### src/rtl/watch_pkg.sv
// watch_pkg: set-mode states, display field codes and field limits shared by the watch core
package watch_pkg;
  typedef enum logic [1:0] {RUN = 2'b00, SET_HOUR = 2'b01, SET_MIN = 2'b10, SET_SEC = 2'b11} state_t;
  localparam logic [1:0] FIELD_RUN = 2'b00;
  localparam logic [1:0] FIELD_HOUR = 2'b01;
  localparam logic [1:0] FIELD_MIN = 2'b10;
  localparam logic [1:0] FIELD_SEC = 2'b11;
  localparam int SEC_MAX = 59;
  localparam int MIN_MAX = 59;
  localparam int HOUR_MAX = 23;
  function automatic state_t next_state(state_t s);
    return s == RUN ? SET_HOUR : s == SET_HOUR ? SET_MIN : s == SET_MIN ? SET_SEC : RUN;
  endfunction
  function automatic logic [1:0] field_of(state_t s);
    return s == SET_HOUR ? FIELD_HOUR : s == SET_MIN ? FIELD_MIN : s == SET_SEC ? FIELD_SEC : FIELD_RUN;
  endfunction
endpackage

### src/rtl/watch_if.sv
// watch_if: debounced button levels in, time-of-day display fields out
//  master: drives i_mode/i_clear/i_up/i_down/i_h12, reads o_msec/o_sec/o_min/o_hour/o_pm/o_field
//  slave : the watch core
interface watch_if #(parameter int TICK_HZ = 100);
  localparam int MW = $clog2(TICK_HZ);
  logic i_mode, i_clear, i_up, i_down, i_h12;
  logic [MW-1:0] o_msec;
  logic [5:0] o_sec, o_min;
  logic [4:0] o_hour;
  logic o_pm;
  logic [1:0] o_field;
  modport master(output i_mode, i_clear, i_up, i_down, i_h12,
                 input o_msec, o_sec, o_min, o_hour, o_pm, o_field);
  modport slave(input i_mode, i_clear, i_up, i_down, i_h12,
                output o_msec, o_sec, o_min, o_hour, o_pm, o_field);
endinterface

### src/rtl/wrap_counter.sv
// wrap_counter: modular 0..MAX counter with clear > inc > dec priority and carry on inc at MAX
//  clk, rst_n   clock, async active-low reset (loads INIT)
//  i_inc/i_dec  step up/down with wrap; i_clr forces 0
//  o_value      registered count; o_carry combinational, high when i_inc wraps MAX->0
module wrap_counter #(
  parameter int MAX = 59,
  parameter int W = 6,
  parameter int INIT = 0
) (
  input  logic         clk,
  input  logic         rst_n,
  input  logic         i_inc,
  input  logic         i_dec,
  input  logic         i_clr,
  output logic [W-1:0] o_value,
  output logic         o_carry
);
  logic [W-1:0] r_value;
  assign o_value = r_value;
  assign o_carry = i_inc && r_value == W'(MAX);
  always_ff @(posedge clk or negedge rst_n)
    if (!rst_n) r_value <= W'(INIT);
    else if (i_clr) r_value <= '0;
    else if (i_inc) r_value <= o_carry ? '0 : r_value + 1'b1;
    else if (i_dec) r_value <= r_value == '0 ? W'(MAX) : r_value - 1'b1;
endmodule

### src/rtl/watch_core_p.sv
// watch_core_p: time-of-day watch with tick divider, msec/sec/min/hour cascade, set-mode editing and 12/24h display
//  clk, rst_n  clock, async active-low reset
//  bus         watch_if.slave: button levels in, msec/sec/min/hour/pm/field out
module watch_core_p import watch_pkg::*; #(
  parameter int CLK_HZ = 100_000_000,
  parameter int TICK_HZ = 100,
  parameter int INIT_HOUR = 12,
  parameter int REPEAT_DLY = 50,
  parameter int REPEAT_PER = 10
) (
  input logic clk,
  input logic rst_n,
  watch_if.slave bus
);
  localparam int DIV = CLK_HZ / TICK_HZ;
  localparam int DW = DIV > 1 ? $clog2(DIV) : 1;
  localparam int MW = $clog2(TICK_HZ);
  localparam int RW = $clog2(REPEAT_DLY + REPEAT_PER + 1);
  state_t r_state, w_state_nx;
  logic r_mode, r_clear, r_up, r_down;
  logic [DW-1:0] r_div;
  logic [RW-1:0] r_rep, w_rep_nx;
  logic w_mode_e, w_clear_e, w_up_e, w_down_e, w_one, w_tick, w_run, w_exit, w_edit;
  logic w_clr_run, w_clr_set, w_rep_wrap, w_rep_step, w_step_up, w_step_dn;
  logic w_ms_carry, w_sec_carry, w_min_carry, w_hour_carry_unused;
  logic [4:0] w_hour;
  assign w_mode_e = bus.i_mode & ~r_mode;
  assign w_clear_e = bus.i_clear & ~r_clear;
  assign w_up_e = bus.i_up & ~r_up;
  assign w_down_e = bus.i_down & ~r_down;
  assign w_one = bus.i_up ^ bus.i_down;
  assign w_tick = r_div == DW'(DIV - 1);
  assign w_run = r_state == RUN;
  assign w_exit = r_state == SET_SEC && w_mode_e;
  // a mode edge swallows any edit requested in the same cycle
  assign w_edit = ~w_run & ~w_mode_e;
  assign w_clr_run = w_run & w_clear_e & ~w_mode_e;
  assign w_clr_set = w_edit & w_clear_e;
  // repeat timer fires at DLY, then folds back to DLY every PER ticks
  assign w_rep_nx = r_rep + 1'b1;
  assign w_rep_wrap = w_rep_nx == RW'(REPEAT_DLY + REPEAT_PER);
  assign w_rep_step = w_edit & w_one & w_tick & (w_rep_nx == RW'(REPEAT_DLY) | w_rep_wrap);
  assign w_step_up = w_edit & ~w_clear_e & ~bus.i_down & (w_up_e | (w_rep_step & bus.i_up));
  assign w_step_dn = w_edit & ~w_clear_e & ~bus.i_up & (w_down_e | (w_rep_step & bus.i_down));
  always_comb w_state_nx = w_mode_e ? next_state(r_state) : r_state;
  always_ff @(posedge clk or negedge rst_n)
    if (!rst_n) begin
      r_state <= RUN;
      {r_mode, r_clear, r_up, r_down} <= '0;
      r_div <= '0;
      r_rep <= '0;
    end else begin
      r_state <= w_state_nx;
      {r_mode, r_clear, r_up, r_down} <= {bus.i_mode, bus.i_clear, bus.i_up, bus.i_down};
      r_div <= (w_tick | w_clr_run | w_exit) ? '0 : r_div + 1'b1;
      r_rep <= (w_run | w_mode_e | ~w_one) ? '0 : w_tick ? (w_rep_wrap ? RW'(REPEAT_DLY) : w_rep_nx) : r_rep;
    end
  wrap_counter #(.MAX(TICK_HZ - 1), .W(MW)) u_msec (
    .clk(clk), .rst_n(rst_n), .i_inc(w_run & w_tick & ~w_clr_run), .i_dec(1'b0),
    .i_clr(w_clr_run | w_exit), .o_value(bus.o_msec), .o_carry(w_ms_carry));
  wrap_counter #(.MAX(SEC_MAX), .W(6)) u_sec (
    .clk(clk), .rst_n(rst_n), .i_inc(w_ms_carry | (r_state == SET_SEC & w_step_up)),
    .i_dec(r_state == SET_SEC & w_step_dn), .i_clr(w_clr_run | (r_state == SET_SEC & w_clr_set)),
    .o_value(bus.o_sec), .o_carry(w_sec_carry));
  // edit steps raise carry at the field max, so carries only propagate while running
  wrap_counter #(.MAX(MIN_MAX), .W(6)) u_min (
    .clk(clk), .rst_n(rst_n), .i_inc((w_run & w_sec_carry) | (r_state == SET_MIN & w_step_up)),
    .i_dec(r_state == SET_MIN & w_step_dn), .i_clr(r_state == SET_MIN & w_clr_set),
    .o_value(bus.o_min), .o_carry(w_min_carry));
  wrap_counter #(.MAX(HOUR_MAX), .W(5), .INIT(INIT_HOUR)) u_hour (
    .clk(clk), .rst_n(rst_n), .i_inc((w_run & w_min_carry) | (r_state == SET_HOUR & w_step_up)),
    .i_dec(r_state == SET_HOUR & w_step_dn), .i_clr(r_state == SET_HOUR & w_clr_set),
    .o_value(w_hour), .o_carry(w_hour_carry_unused));
  assign bus.o_pm = w_hour >= 5'd12;
  assign bus.o_hour = !bus.i_h12 ? w_hour : w_hour == 5'd0 ? 5'd12 : w_hour > 5'd12 ? w_hour - 5'd12 : w_hour;
  assign bus.o_field = field_of(r_state);
endmodule

### src/flat_wrapper.sv
// flat-port wrapper written by rule: the top's interface ports become plain ports
module watch_core_p_flat import watch_pkg::*;
#(
  parameter int CLK_HZ = 100_000_000,
  parameter int TICK_HZ = 100,
  parameter int INIT_HOUR = 12,
  parameter int REPEAT_DLY = 50,
  parameter int REPEAT_PER = 10
)
  (clk, rst_n, bus_i_mode, bus_i_clear, bus_i_up, bus_i_down, bus_i_h12, bus_o_msec, bus_o_sec, bus_o_min, bus_o_hour, bus_o_pm, bus_o_field);
  watch_if #(.TICK_HZ(TICK_HZ)) bus_i ();
  input logic clk;
  input logic rst_n;
  input wire logic [$bits(bus_i.i_mode)-1:0] bus_i_mode;
  input wire logic [$bits(bus_i.i_clear)-1:0] bus_i_clear;
  input wire logic [$bits(bus_i.i_up)-1:0] bus_i_up;
  input wire logic [$bits(bus_i.i_down)-1:0] bus_i_down;
  input wire logic [$bits(bus_i.i_h12)-1:0] bus_i_h12;
  output wire logic [$bits(bus_i.o_msec)-1:0] bus_o_msec;
  output wire logic [$bits(bus_i.o_sec)-1:0] bus_o_sec;
  output wire logic [$bits(bus_i.o_min)-1:0] bus_o_min;
  output wire logic [$bits(bus_i.o_hour)-1:0] bus_o_hour;
  output wire logic [$bits(bus_i.o_pm)-1:0] bus_o_pm;
  output wire logic [$bits(bus_i.o_field)-1:0] bus_o_field;
  assign bus_i.i_mode = bus_i_mode;
  assign bus_i.i_clear = bus_i_clear;
  assign bus_i.i_up = bus_i_up;
  assign bus_i.i_down = bus_i_down;
  assign bus_i.i_h12 = bus_i_h12;
  assign bus_o_msec = bus_i.o_msec;
  assign bus_o_sec = bus_i.o_sec;
  assign bus_o_min = bus_i.o_min;
  assign bus_o_hour = bus_i.o_hour;
  assign bus_o_pm = bus_i.o_pm;
  assign bus_o_field = bus_i.o_field;
  watch_core_p #(.CLK_HZ(CLK_HZ), .TICK_HZ(TICK_HZ), .INIT_HOUR(INIT_HOUR), .REPEAT_DLY(REPEAT_DLY), .REPEAT_PER(REPEAT_PER)) u_core (.clk(clk), .rst_n(rst_n), .bus(bus_i));
endmodule
### config.mk
export PLATFORM = sky130hd
export DESIGN_NAME = watch_core_p_flat
export DESIGN_NICKNAME = d
export VERILOG_FILES = /design/src/rtl/watch_pkg.sv /design/src/rtl/watch_if.sv /design/src/rtl/wrap_counter.sv /design/src/rtl/watch_core_p.sv /design/src/flat_wrapper.sv
export SDC_FILE = /design/constraint.sdc
export NUM_CORES = 1
export LEC_CHECK = 0
export CORE_UTILIZATION = 45
export CTS_BUF_LIST = sky130_fd_sc_hd__clkbuf_4 sky130_fd_sc_hd__clkbuf_8 sky130_fd_sc_hd__clkbuf_16
export DETAILED_ROUTE_END_ITERATION = 8
export GPL_TIMING_DRIVEN = 1
export PLACE_DENSITY = 0.67
export SLEW_MARGIN = 20
export SYNTH_ARGS = -nofsm -noshare
export SYNTH_HDL_FRONTEND = slang
export SYNTH_HIERARCHICAL = 1
export SYNTH_SLANG_ARGS = --single-unit
### constraint.sdc
create_clock -name clk -period 6.1 [get_ports clk]
set_input_delay 0.915 -clock clk [delete_from_list [all_inputs] [get_ports clk]]
set_output_delay 0.915 -clock clk [all_outputs]
set_load 0.05 [all_outputs]
# After elaboration in Yosys (flattened, before gate mapping)
# Index checks and enable logic that the tools add are counted.
# totals
regBits,56
inputBits,7
out_inout_bits,27
# classes
n_addsub,10
n_lt_le_gt_ge,2
n_eq_ne,10
n_mux,31
n_bitwise,55
reduce_logical,14
# ops
op,n
$mux W6,13
$mux W5,8
$and A1 B1 Y1,31
$eq A6 B6 Y1 const B,4
$mux W7,3
$add A20 B1 Y20 const B,1
$eq A20 B20 Y1 const B,1
$mux W20,1
$add A6 B1 Y6 const B,3
$logic_not A6 Y1,2
$mux W2,6
$or A1 B1 Y1,12
$sub A6 B1 Y6 const B,2
$not A1 Y1,11
$reduce_bool A3 Y1,3
$add A7 B1 Y7 const B,1
$eq A7 B7 Y1 const B,1
$add A5 B1 Y5 const B,1
$eq A5 B5 Y1 const B,1
$ge A5 B4 Y1 const B,1
$gt A5 B4 Y1 const B,1
$logic_and A1 B1 Y1,5
$logic_not A5 Y1,1
$sub A5 B1 Y5 const B,1
other kinds (6),8

# Logic depth before layout (Yosys ltp)
# Gate-level depths: netlist (run 1).
# logic_depth
depth_word,22
depth_mapped,20

# Modules after synthesis
# The synthesis (run 1) kept the hierarchy.
# modules_own_cells
mod,n_inst,cells_each,area_each_um2
watch_core_p,1,231,2031.9
wrap_counter (u_core.u_min ...),2,61,525.5
wrap_counter (u_core.u_msec),1,82,656.9
wrap_counter (u_core.u_hour),1,38,354.1

# Least setup slack after synthesis (run 1)
# OpenSTA, ideal clock, no wires.
# synth_timing
path_type,register to register
start,register u_core.r_div[15]
end,register u_core.u_hour.r_value[4] (netlist: u_core/u_hour/o_value[4])
setup_time_ps,99
arrival_time_ps,3798
setup_slack_ps,2203
stages_incl_launch_ff,19
n_path_buf,1
synth_period_minus_slack_ps,3897
cell_sequence,dfrtp_1 > or4_1 > nor4_4 > and3_2 > nand2_1 > nor4_1 > o21bai_1 > nand4_1 > nor2_1 > nand2_1 > o21ai_0 > nand4_1 > nor2_1 > nand2_1 > o21ai_0 > buf_2 > and4b_1 > a211oi_1 > a311oi_1
# synth_rtl
element,line,source
start: declaration,watch_core_p.sv:21,logic [DW-1:0] r_div;
start signal: assignment,watch_core_p.sv:55,r_div <= (w_tick | w_clr_run | w_exit) ? '0 : r_div + 1'b1;
$eq A20 B20 Y1 (*),watch_core_p.sv:32,assign w_tick = r_div == DW'(DIV - 1);
$and A1 B1 Y1 (*) (2 in series),watch_core_p.sv:59,".clk(clk), .rst_n(rst_n), .i_inc(w_run & w_tick & ~w_clr_run), .i_dec(1'b0),"
$logic_and A1 B1 Y1 (*),wrap_counter.sv:20,assign o_carry = i_inc && r_value == W'(MAX);
named net u_core.w_ms_carry,watch_core_p.sv:25,"logic w_ms_carry, w_sec_carry, w_min_carry, w_hour_carry_unused;"
$or A1 B1 Y1 (*),watch_core_p.sv:62,".clk(clk), .rst_n(rst_n), .i_inc(w_ms_carry | (r_state == SET_SEC & w_step_up)),"
$logic_and A1 B1 Y1 (*),wrap_counter.sv:20,
named net u_core.w_sec_carry,watch_core_p.sv:25,
$and A1 B1 Y1 (*),watch_core_p.sv:67,".clk(clk), .rst_n(rst_n), .i_inc((w_run & w_sec_carry) | (r_state == SET_MIN & w_step_up)),"
$or A1 B1 Y1 (*),watch_core_p.sv:67,
$logic_and A1 B1 Y1 (*),wrap_counter.sv:20,
named net u_core.w_min_carry,watch_core_p.sv:25,
$and A1 B1 Y1 (*),watch_core_p.sv:71,".clk(clk), .rst_n(rst_n), .i_inc((w_run & w_min_carry) | (r_state == SET_HOUR & w_step_up)),"
$or A1 B1 Y1 (*),watch_core_p.sv:71,
$logic_and A1 B1 Y1,wrap_counter.sv:20,
$mux W5 (2 in series),wrap_counter.sv:24,else if (i_inc) r_value <= o_carry ? '0 : r_value + 1'b1;
$mux W5,wrap_counter.sv:23,else if (i_clr) r_value <= '0;
end signal: assignment,wrap_counter.sv:22,if (!rst_n) r_value <= W'(INIT);
end signal: assignment,wrap_counter.sv:24,
end signal: assignment,wrap_counter.sv:25,else if (i_dec) r_value <= r_value == '0 ? W'(MAX) : r_value - 1'b1;
end: declaration,wrap_counter.sv:18,logic [W-1:0] r_value;
# The timed path passes the listed nets; every way through them passes the cells marked *.
# A chain may end at the register's enable or synchronous reset.

# Worst setup path after layout (run 1)
# Ends and elaborated chain as after synthesis.

==> impl_metrics.ini, run 1 <==
[status]
status = finished clean

[final_layout]
diodes = 0
fillers = 808
syn2layout_area_growth_pct = 12.2
drive_gt1_share_pct = 8.06
final_area_um2 = 4590
fin_nets = 523
final_core_util_pct = 52.4

[route]
drc = 0
ant_nets = 0
num_vias = 3565
drtPass1Iterations = 4
wl_per_cell_um = 14.8
drt-total-wl_mm = 8.94
drt_iter0_drc = 158
vias_per_cell = 5.90

[critical_path]
critPathCaptureType = flip-flop
critPathLaunchType = flip-flop
cp-startpoint = u_core/r_div[15]
required_ns = 6.25
r2r-start = u_core/r_div[15]
critPathMaxFanout = 13
criticalPathCategory = flip-flop to flip-flop
r2r_slack_ns = 0.97
arrival_ns = 5.28

[die]
placementRows = 34
ioPinCount = 34
die_w_um = 97.4
dieHeight_um = 97.4
core_um2 = 8760
die_area_um2 = 9480
start_util_pct = 46.7

[synthesis]
seq_area_frac_synth_pct = 34.3
synth_edf_count = 0
synth_cell_types = 75
ys_seq_elements = 56
synth_top_cell_by_area = dfrtp_1
yosys-top-cells-area = dfrtp_1, ha_1, nor2_1
synth_top_area_share_pct = 33.0
syn_nets = 501
syn_avg_cell_area_um2 = 8.66
async_reset_ff_share_pct = 100
synth_most_common_cell = nor2_1
synth_area_um2 = 4090
ys_dominant_reg_cell = dfrtp_1
yosysWarnings = 6
yosys-top-cells-count = nor2_1, dfrtp_1, nand2_1, inv_1
netlist_instances = 473

[grt]
grtUsageTotal_pct = 19.5
antenna_found_initial = 0
grt_max_degree = 57
grt_pass1_vias = 3349
grt.overflow.total = 0
grt_first_pass_wirelength_mm = 15.5

[place]
placed_area_um2 = 4480
dp_slack_ns = 0.822
gp_congestion = 0.866
dp_hpwl_mm = 6.19
numPortBuffers = 33

[min_path]
hold_path_class = flip-flop to flip-flop
worstHoldStart = u_core/r_div[0]

[timing]
setup_viol = 0
period_share_pct = 84.1
slew-limit-headroom_pct = 26.5
slew_viol_final = 0
rsz0062_at_grt = no
finClkSkew_ns = 0.00372
clock.fmax_mhz = 195
timing_worst_slew_pin_value_ns = 1.09
setup_ws_ns = 0.971
period_minus_slack_ns = 5.13
fin_tns_setup_ns = 0
hold_viol = 0

[cts]
cts.clk_slew.worst_paths_ns = 0.10
clkSinkCount = 56
htreeDepth = 2
cts_setup_buffers = 0
cts-root-buf = clkbuf_8
clk_latency_ns = 0.31
cts_hold_buf = 0
post_cts_resized = 0
cts_buffer_depth = 2
cts_buffers = 5
cts_tree = built

[power_and_ir_drop]
total_power_mw = 2.00
peakVddDrop_mv = 0.283
cellPowerDensity_nw_per_um2 = 436
leakage_nw = 1.85

[run]
cap_violations = 0
[worst max-delay path, stage by stage (launching register included)]
cell,delay (ns)
dfrtp_1,0.44
or4_1,0.59
nor4_4,0.38
and3_2,0.39
nand2_1,0.14
nor4_1,0.40
o21bai_1,0.18
buf_4,0.22
nand4_1,0.16
nor2_1,0.20
nand2_1,0.07
o21ai_0,0.09
buf_4,0.22
nand4_1,0.18
nor2_1,0.23
nand2_1,0.07
o21ai_0,0.41
nand2_1,0.21
a211oi_1,0.31
a311oi_1,0.08
[state kept, by name (all words and copies together), names as in the netlist]
name and cells:
u_core/u_hour/o_value 5, u_core/r_div 20, u_core/r_rep 6, u_core/r_up 1
u_core/u_msec/o_value 7, u_core/r_clear 1, u_core/u_min/o_value 6, u_core/r_down 1
u_core/r_mode 1, u_core/u_sec/o_value 6, u_core/r_state 2
[kinds of logic (layout without fill, tap and decap cells)]
family	count (synthesis)	after routing	synth area share [%]
buf+inv	45	68	4.86
fa+ha+maj	21	21	6.42
flops	56	56	34.3
xor+xnor	25	25	5.35
simple gates	219	219	29.9
mux	1	1	0.245
compound gates	105	105	18.8
other cells	1	1	0.0916
[per-layer routing]
layer  part of all wire (%)  track usage [%]
met4                   0.95             5.66
met3                    2.8             3.45
met2                     47             31.6
met5                      0                0
met1                     50             26.7
[through the flow]
step | hold slack (ns) | instances
3_3_place_gp | 0.469 | 596
3_5_place_dp | 0.482 | 596
4_1_cts | 0.498 | 604
2_1_floorplan | 0.446 | 473
5_1_grt | 0.524 | 604
6_report | 0.491 | 604
[report_power, final]
part           switching, mW  leakage (nW)  internal (mW)  total [mW]
clock network          0.119        0.0541          0.122       0.241
logic                  0.662          1.06          0.419        1.08
registers              0.213         0.732          0.467       0.680
[final cells by class]
type	count	area (µm²)	share of cell area (%)
timing repair buffer	38	363	7.90
tap	108	135	2.94
inverter	22	82.6	1.80
clock inverter	3	42.5	0.926
clock buffer	5	68.8	1.50
sequential	56	1400	30.6
multi-input combinational	372	2500	54.4
[cell usage in the layout, fill, tap and decap left out, types with 6 or more instances in the layout]
| master | instances |
|---|---|
| nor2_1 | 66 |
| dfrtp_1 | 54 |
| nand2_1 | 35 |
| clkdlybuf4s50_1 | 32 |
| inv_1 | 22 |
| o21ai_0 | 21 |
| ha_1 | 21 |
| a21oi_1 | 20 |
| nand3_1 | 19 |
| xor2_1 | 15 |
| nand4_1 | 13 |
| nor3b_1 | 12 |
| nor3_1 | 10 |
| xnor2_1 | 10 |
| nand2b_1 | 9 |
| nor2b_1 | 7 |
| and3_1 | 6 |
| a211oi_1 | 6 |
[final timing paths]
kind                                             to  cells after the start
setup / recovery           u_core/u_hour/o_value[4]                     19
hold / removal                      u_core/r_div[0]                      1
setup reg to reg           u_core/u_hour/o_value[4]                     19
hold reg to reg                     u_core/r_div[0]                      1
max in group asynchronous  u_core/u_msec/o_value[0]                      2
min in group asynchronous          u_core/r_div[17]                      2
No activity file was read; power rests on OpenSTA's default activity.
==> run 2, diff against run 1 <==
==> constraint.sdc (replaced) <==
create_clock -name clk -period 4.9 [get_ports clk]
set_input_delay 0.735 -clock clk [delete_from_list [all_inputs] [get_ports clk]]
set_output_delay 0.735 -clock clk [all_outputs]
set_load 0.05 [all_outputs]
==> run 2 against run 1 <==
  * Final area rose by 1.3%
  * Worst setup slack got worse by 0.53 ns
  * Total power is 26% higher
  * Critical endpoint unchanged
  * Wire length decreased by 0.75%
  * Largest power group unchanged
  * Flip-flop and latch count did not move
  * Clock-buffer cell count grew 2
  * Largest cell class unchanged
  * Register-to-register slack got worse by 0.53 ns
  * Combinational power up 23%
  * Die area unchanged
  * Clock power is 37% higher
==> impl_metrics.ini, run 2 (same netlist as run 1, synthesis figures left out) <==
[die]
start_util_pct = 46.7
placementRows = 34
ioPinCount = 34
core_um2 = 8760
dieHeight_um = 97.4
die_area_um2 = 9480
die_w_um = 97.4

[final_layout]
layout.cells.non_filler = 609
largest-register = u_core/r_div
final_core_util_pct = 53.1
drive_gt1_share_pct = 9.18
fin_nets = 528
final_common_cell = nor2_1
diodes = 0
largest_reg_flops = 20
final_cell_mix = nor2_1, dfrtp_1, nand2_1
syn2layout_area_growth_pct = 13.7

[grt]
grtUsageTotal_pct = 19.2
grt_first_pass_wirelength_mm = 15.4
grt_pass1_vias = 3283
grt.overflow.total = 0
antenna_found_initial = 0
grt_max_degree = 57

[timing]
period_minus_slack_ns = 4.46
setup_viol = 0
hold_viol = 0
timing_worst_slew_pin_value_ns = 0.823
clock.fmax_mhz = 224
period_share_pct = 91.1
finClkSkew_ns = 0.00519
rsz0062_at_grt = no
fin_tns_setup_ns = 0
slew-limit-headroom_pct = 45.0
slew_viol_final = 0

[cts]
cts.clk_slew.worst_paths_ns = 0.10
cts_tree = built
cts_hold_buf = 0
htreeDepth = 2
clk_latency_ns = 0.31
clkSinkCount = 56
cts_buffers = 5
cts-root-buf = clkbuf_8
cts_buffer_depth = 2

[status]
status = finished clean

[route]
wl_per_cell_um = 14.6
met3WireLength_um = 248
met2_length_mm = 4.12
num_vias = 3579
drt-total-wl_mm = 8.87
ant_nets = 0
drc = 0
vias_per_cell = 5.88
wirelength_met1_mm = 4.44
drt_iter0_drc = 138
top_layer_used = met4
drtPass1Iterations = 4

[critical_path]
cp_top_family = simple AND/OR/NAND/NOR gates
crit_chain = or4_1 -> nor4_4 -> and3_4 -> nand2_1 -> nor4_2 -> o21bai_1 -> nand4_1 -> nor2_1 -> nand2_1 -> o21ai_0 -> nand4_1 -> nor2_1 -> nand2_1 -> o21ai_2 -> nand3b_1 -> o21ai_0 -> a311oi_1
r2r-start = u_core/r_div[15]
cp-startpoint = u_core/r_div[15]
arrival_ns = 4.67
cp_common_cell = nand2_1
path_buf_inv = 0
critPathCaptureType = flip-flop
criticalPathCategory = flip-flop to flip-flop
critPathMaxFanout = 13
cpMaxStageDelayCell = or4_1
critPathLaunchType = flip-flop
max_stage_delay_ns = 0.59
required_ns = 5.11

[power_and_ir_drop]
leakage_nw = 1.89
cellPowerDensity_nw_per_um2 = 540
peakVddDrop_mv = 0.354

[place]
dp_hpwl_mm = 6.21
placed_cells = 598
numPortBuffers = 33
gp_congestion = 0.820

[run]
cap_violations = 0

[min_path]
worstHoldStart = u_core/r_div[0]
hold_path_class = flip-flop to flip-flop
run 2: layer usage:
layer	global-route usage (%)	up-vias
li1	-	1777
met1	27.6	1733
met2	30.7	65
met3	2.30	4
met4	4.86	0
met5	0	-
run 2: worst paths after layout:
check	end	slack, ns	cells after the start
max	u_core/u_hour/o_value[4]	0.44	17
min	u_core/r_div[0]	0.48	1
max reg2reg	u_core/u_hour/o_value[4]	0.44	17
min reg2reg	u_core/r_div[0]	0.48	1
max in group asynchronous	u_core/u_sec/o_value[1]	3.87	2
min in group asynchronous	u_core/r_div[18]	0.56	2
run 2: power breakdown:
part	internal (mW)	leakage, nW	switching, mW	total [mW]
Sequential	0.581	0.732	0.268	0.849
Combinational	0.523	1.09	0.811	1.33
Clock	0.181	0.0645	0.150	0.330
run 2: repair_timing:
action | 4_1_cts | 5_1_grt
setup endpoints to repair | 0 | 5
setup buffers | 0 | 3
endpoints found under the hold margin | 0 | 0
gates resized for setup | 0 | 3
run 2: final cells by class:
| cell class | count | area [µm²] |
|---|---|---|
| Clock buffer | 7 | 96.3 |
| Clock inverter | 1 | 30.0 |
| Fill cell | 823 | 4110 |
| Inverter | 22 | 82.6 |
| Multi-Input combinational cell | 372 | 2500 |
| Sequential cell | 56 | 1400 |
| Tap cell | 108 | 135 |
| Timing Repair Buffer | 43 | 400 |
run 2: per-stage QoR:
stage / hold WS (ns) / area, µm² / worst slack [ns] / power, mW
after global routing: 0.501 / 4650 / 0.00588 / 2.69
after floorplan: 0.439 / 4090 / 1.00 / 1.81
after CTS: 0.485 / 4620 / 0.129 / 2.52
final: 0.481 / 4650 / 0.438 / 2.51
after global placement: 0.458 / 4490 / 0.326 / 2.16
after detailed placement: 0.471 / 4490 / 0.0328 / 2.18
run 2: worst register-to-register path, delay by kind of cell, from the launching register on:
kind	cells	cell delay [ns]
flip-flops	1	0.44
AO/OA/AOI/OAI	5	0.87
AND/OR/NAND/NOR	12	3.05
